===== src/rtl/display_pkg.sv =====
// Shared constants and state encoding for the segment-display BCD feeder.
package display_pkg;

   typedef logic [1:0] state_t;

   localparam state_t IDLE = 2'd0;
   localparam state_t CONV = 2'd1;
   localparam state_t DONE = 2'd2;

   // Largest operand that fits in eight decimal digits.
   localparam logic [31:0] BCD_MAX = 32'd99_999_999;
   // Shown on the display when the operand does not fit.
   localparam logic [31:0] BCD_ERR = 32'hEEEE_EEEE;
   // One shift per binary input bit.
   localparam int unsigned CONV_ITERS = 32;

endpackage


===== src/rtl/bcd_add3.sv =====
// Double-dabble digit correction: add 3 to a BCD nibble that is 5 or more.
module bcd_add3 (
   input  logic [3:0] din,
   output logic [3:0] dout
);

   // Pre-shift correction so the doubled digit carries into the next nibble.
   always_comb begin
      dout = din;
      if (din >= 4'd5) begin
         dout = din + 4'd3;
      end
   end

endmodule


===== src/rtl/bcd_display_feeder.sv =====
// Binary-to-packed-BCD feeder for the eight-digit segment display.
// Iterative shift-and-add-3 converter with a one-deep pending-write buffer.
// Optional macro HEX_PASSTHRU_EN adds a hex_mode input that bypasses conversion.
module bcd_display_feeder
   import display_pkg::*;
(
   input  logic        clk,
   input  logic        rst,
   input  logic        wr_en,
   input  logic [31:0] wr_data,
`ifdef HEX_PASSTHRU_EN
   input  logic        hex_mode,
`endif
   output logic [31:0] value,
   output logic        io_out_en,
   output logic        busy,
   output logic        overflow
);

   state_t      state;
   logic [4:0]  cnt;
   logic [63:0] shreg;      // {bcd, bin}; upper half also holds the result for DONE
   logic        res_ovf;
   logic [31:0] pend_data;
   logic        pend_valid;

   logic        launch;
   logic [31:0] src_data;
   logic        src_hex;
   logic [31:0] adj;
   logic [63:0] shifted;

`ifdef HEX_PASSTHRU_EN
   logic pend_hex;

   assign src_hex = wr_en ? hex_mode : pend_hex;

   // Hex flag travels with the pending operand.
   always_ff @(posedge clk) begin
      if (rst) begin
         pend_hex <= 1'b0;
      end else if (wr_en && (state != IDLE)) begin
         pend_hex <= hex_mode;
      end
   end
`else
   assign src_hex = 1'b0;
`endif

   // A fresh store takes priority over the buffered one.
   assign launch   = (state == IDLE) && (wr_en || pend_valid);
   assign src_data = wr_en ? wr_data : pend_data;

   genvar g;
   for (g = 0; g < 8; g++) begin : g_digit
      bcd_add3 u_add3 (
         .din  (shreg[32 + 4*g +: 4]),
         .dout (adj[4*g +: 4])
      );
   end

   assign shifted = {adj, shreg[31:0]};
   assign busy    = (state != IDLE);

   // Conversion sequencer, result registers and pending buffer.
   always_ff @(posedge clk) begin
      if (rst) begin
         state      <= IDLE;
         cnt        <= 5'd0;
         shreg      <= 64'd0;
         res_ovf    <= 1'b0;
         pend_data  <= 32'd0;
         pend_valid <= 1'b0;
         value      <= 32'd0;
         io_out_en  <= 1'b0;
         overflow   <= 1'b0;
      end else begin
         case (state)
            IDLE: begin
               if (launch) begin
                  pend_valid <= 1'b0;
                  if (src_hex) begin
                     shreg   <= {src_data, 32'd0};
                     res_ovf <= 1'b0;
                     state   <= DONE;
                  end else if (src_data > BCD_MAX) begin
                     shreg   <= {BCD_ERR, 32'd0};
                     res_ovf <= 1'b1;
                     state   <= DONE;
                  end else begin
                     shreg   <= {32'd0, src_data};
                     res_ovf <= 1'b0;
                     cnt     <= 5'd0;
                     state   <= CONV;
                  end
               end
            end
            CONV: begin
               shreg <= shifted << 1;
               cnt   <= cnt + 5'd1;
               if (cnt == 5'(CONV_ITERS - 1)) begin
                  state <= DONE;
               end
            end
            DONE: begin
               value     <= shreg[63:32];
               overflow  <= res_ovf;
               io_out_en <= 1'b1;
               state     <= IDLE;
            end
            default: state <= IDLE;
         endcase

         // Stores arriving while busy are buffered; the latest one wins.
         if (wr_en && (state != IDLE)) begin
            pend_data  <= wr_data;
            pend_valid <= 1'b1;
         end
      end
   end

endmodule


===== config.mk =====
export PLATFORM = sky130hd
export DESIGN_NAME = bcd_display_feeder
export DESIGN_NICKNAME = d
export VERILOG_FILES = /design/src/rtl/display_pkg.sv /design/src/rtl/bcd_add3.sv /design/src/rtl/bcd_display_feeder.sv
export SDC_FILE = /design/constraint.sdc
export NUM_CORES = 1
export LEC_CHECK = 0
export CAP_MARGIN = 5
export CORE_UTILIZATION = 57
export DETAILED_ROUTE_END_ITERATION = 10
export HOLD_SLACK_MARGIN = 0.05
export PLACE_DENSITY = 0.8
export RECOVER_POWER = 50
export SETUP_SLACK_MARGIN = 0.05
export SYNTH_ARGS = -nofsm -noshare
export SYNTH_HDL_FRONTEND = slang
export SYNTH_SLANG_ARGS = --single-unit

===== constraint.sdc =====
create_clock -name clk -period 2.8 [get_ports clk]
set_input_delay 0.84 -clock clk [delete_from_list [all_inputs] [get_ports clk]]
set_output_delay 0.84 -clock clk [all_outputs]
set_load 0.005 [all_outputs]

==> results.toml <==
[sta]
final-setup-viol-count = 0
fin_crit_ps = 2546
worst_pin_slew_ps = 1496
relSlewSlack_pct = 0.2722
whs_ps = 448.1
rsz0062_at_grt = "false"
max_freq_mhz = 392.8
final_max_slew_viol_count = 0
hold_viol = 0
period_share_pct = 90.93
tns_ps = 0
skew_ps = 6.122

[setup_path]
crit_type = "in -> reg"
r2r-start = "state[1]"
worstPathArrival_ps = 2840
critPathCaptureType = "flop"
path_buf_inv = 3
reg2reg_slack_ps = 300
crit_required_ps = 3090
path_delay_family = "buffers and inverters"
start_kind = "input port"
cp_slowest_stage_delay_ps = 500
r2r_cells = 5
crit_slowest_cell = "clkdlybuf4s50_1"
crit_chain = "clkdlybuf4s50_1 -> buf_4 -> mux2_2 -> nand2_1 -> a22oi_2 -> nor3_4 -> buf_4 -> o21ai_0"
crit_fanout = 15
r2r_end = "value[15]"
cpMostUsedCell = "buf_4"

[cells_and_area]
design_area_um2 = 8028
finalNonFillerCells = 991
n_fill_cell = 865
regArea_um2 = 2784
layout_commonest_cell = "nand2_1"
diodes = 0
final_cell_mix = "nand2_1, dfxtp_1, a21oi_1"
multi_input_area_um2 = 3336
syn_to_final_growth_pct = 24.20
drive_above_1_share_pct = 12.93
nets = 892

[die]
rows = 38
die-area_um2 = 11770
ios = 70
start_util_pct = 59.11
die_w_um = 108.5
die_h_um = 108.5
core_um2 = 10940

[global_routing]
grt_pass1_wl_um = 26200
grt_max_degree = 105
gr-total-overflow = 0
grt_pass1_vias = 5598
grt_usage_pct = 28.08
antenna_found_initial = 0

[yosys]
syn_nets = 823
synthArstFlopShare_pct = 0
ys_types = 52
yosys_warnings = 0
synth_seq_cells = 139
synth_ff_type = "dfxtp_1"
syn_area_um2 = 6464
avgSynthCellArea_um2 = 8.394
synth-seq-area-share_pct = 43.05
synth_edf_count = 0
postSynthCellCount = 770

[cts]
cts_sinks = 139
clk_pin_slew_ps = 50
clock_latency_ps = 420
htree_levels = 4
cts_made_buffers = 17
cts_root_buf = "clkbuf_16"
cts_tree = "built"
clk_path_buf_depth = 2

[drt]
drc_errors = 0
ant_nets = 0
viasPerCell = 6.094
wl_per_cell_um = 15.85
vias = 6039
drt_pre_antenna_iters = 5
routed_wl_um = 15710
drtIter0Drc = 365

[min_path]
holdPathEnd = "value[23]"
min_path_type = "reg -> reg"
whs_path_depth = 2
hp-start = "value[23]"

[power]
totalPowerFinal_mw = 5.612
p_leak_nw = 2.964
power_density_nw_per_um2 = 699.1
peakVddDrop_v = 0.0004582

[run]
max-cap-violations = 1

[placement]
port-buffer-count = 69
placed_cell_area_um2 = 7477
placed_cells = 960
dp_hpwl_um = 10330
gp_congestion = 0.8350

[run_status]
status = "finished with violations"
violations = "capacitance limit"
Yosys cell counts (2+ instances only):
library cell  count  area, um^2
a21oi_1         122       610.6
a22oi_1          19       142.6
a31oi_1           4       25.02
a32oi_1           4       35.03
buf_2             7       35.03
buf_4             5       37.54
clkbuf_1         53       198.9
dfxtp_1         139        2783
ha_1             18       225.2
inv_1            17       63.81
mux2_2           25       281.5
mux2i_1           9       90.09
nand2_1         139       521.8
nand2b_1         12       75.07
nand3_1           5       25.02
nand4_1          26       162.7
nor2_1           23       86.33
nor2b_1           6       37.54
nor3_1           15       75.07
nor3_2            2       20.02
nor3b_1           5       37.54
nor4_1            5       31.28
o21a_1            2       15.01
o21ai_0          16       80.08
o221a_2           2       22.52
o221ai_1         32       280.3
o22ai_1          15       93.84
o31ai_1           4       30.03
o32ai_1           2       17.52
o41ai_1           3       26.28
xnor2_1           8       70.07
xor2_1            6       52.55
cells by family (layout without fill, tap and decap cells):
| family | Yosys count | after routing | share of synthesized area (%) |
|---|---|---|---|
| AND/OR/NAND/NOR | 248 | 248 | 17.96 |
| XOR/XNOR | 14 | 14 | 1.897 |
| AO/OA/AOI/OAI | 233 | 233 | 22.44 |
| flip-flops | 139 | 139 | 43.05 |
| adder cells (fa/ha/maj) | 18 | 18 | 3.484 |
| multiplexers | 34 | 34 | 5.749 |
| buffers and inverters | 84 | 165 | 5.420 |
worst min-delay path, stage by stage (launching register included):
cell     delay (ps)
dfxtp_1         300
nand2_1          50
a21oi_1          50
layer usage:
layer | GRT usage [%] | share of wire (%) | vias to the layer above
met2 | 48.28 | 50 | 204
met4 | 12.93 | 1.8 | 0
met3 | 4.581 | 5.2 | 31
met5 | 0 | 0 | -
met1 | 34.20 | 43 | 2877
li1 | - | - | 2927
state kept, by name, summed over array words and instances (netlist names):
register / flops
pend_valid: 1
cnt: 5
res_ovf: 1
state: 2
shreg: 64
io_out_en: 1
overflow: 1
pend_data: 32
value: 32
power breakdown:
group / total, mW / leakage [nW] / switching [mW] / internal [mW]
Clock: 2.16 / 0.289 / 0.796 / 1.36
Sequential: 2.33 / 1.13 / 0.160 / 2.17
Combinational: 1.12 / 1.54 / 0.625 / 0.498
timing repair:
| action | CTS | global route |
|---|---|---|
| resized for setup | 1 | 1 |
| endpoints found under the setup margin | 1 | 1 |
| cloned | 0 | 0 |
| buffers inserted | 0 | 0 |
| hold buffers | 0 | 0 |
| hold endpoints to repair | 0 | 0 |
per-stage QoR:
stage                     setup slack, ps  util [%]
final                               254.0     73.41
after global routing                101.7     73.41
after CTS                           150.3     73.59
after detailed placement           -147.6     68.38
after global placement             -95.15     68.38
after floorplan                     508.2         -
worst max-delay path by stage:
stage	from	end	slack (ps)	depth (start not counted)
global placement	wr_en	shreg[35]	-100	8
CTS	state[0]	busy	150	3
global route	state[1]	value[15]	100	5
floorplan	wr_data[29]	shreg[37]	510	6
finish	wr_en	shreg[47]	250	8
detailed placement	wr_en	shreg[38]	-150	8
cell type report:
type | count | area share (%)
clock buffers | 22 | 5.907
repair buffers | 116 | 13.65
flip-flops and latches | 139 | 34.68
well taps | 140 | 2.182
multi-input cells | 547 | 41.55
clock inverters | 9 | 1.185
inverters | 18 | 0.8416
Power figures use the tool's default switching activity.
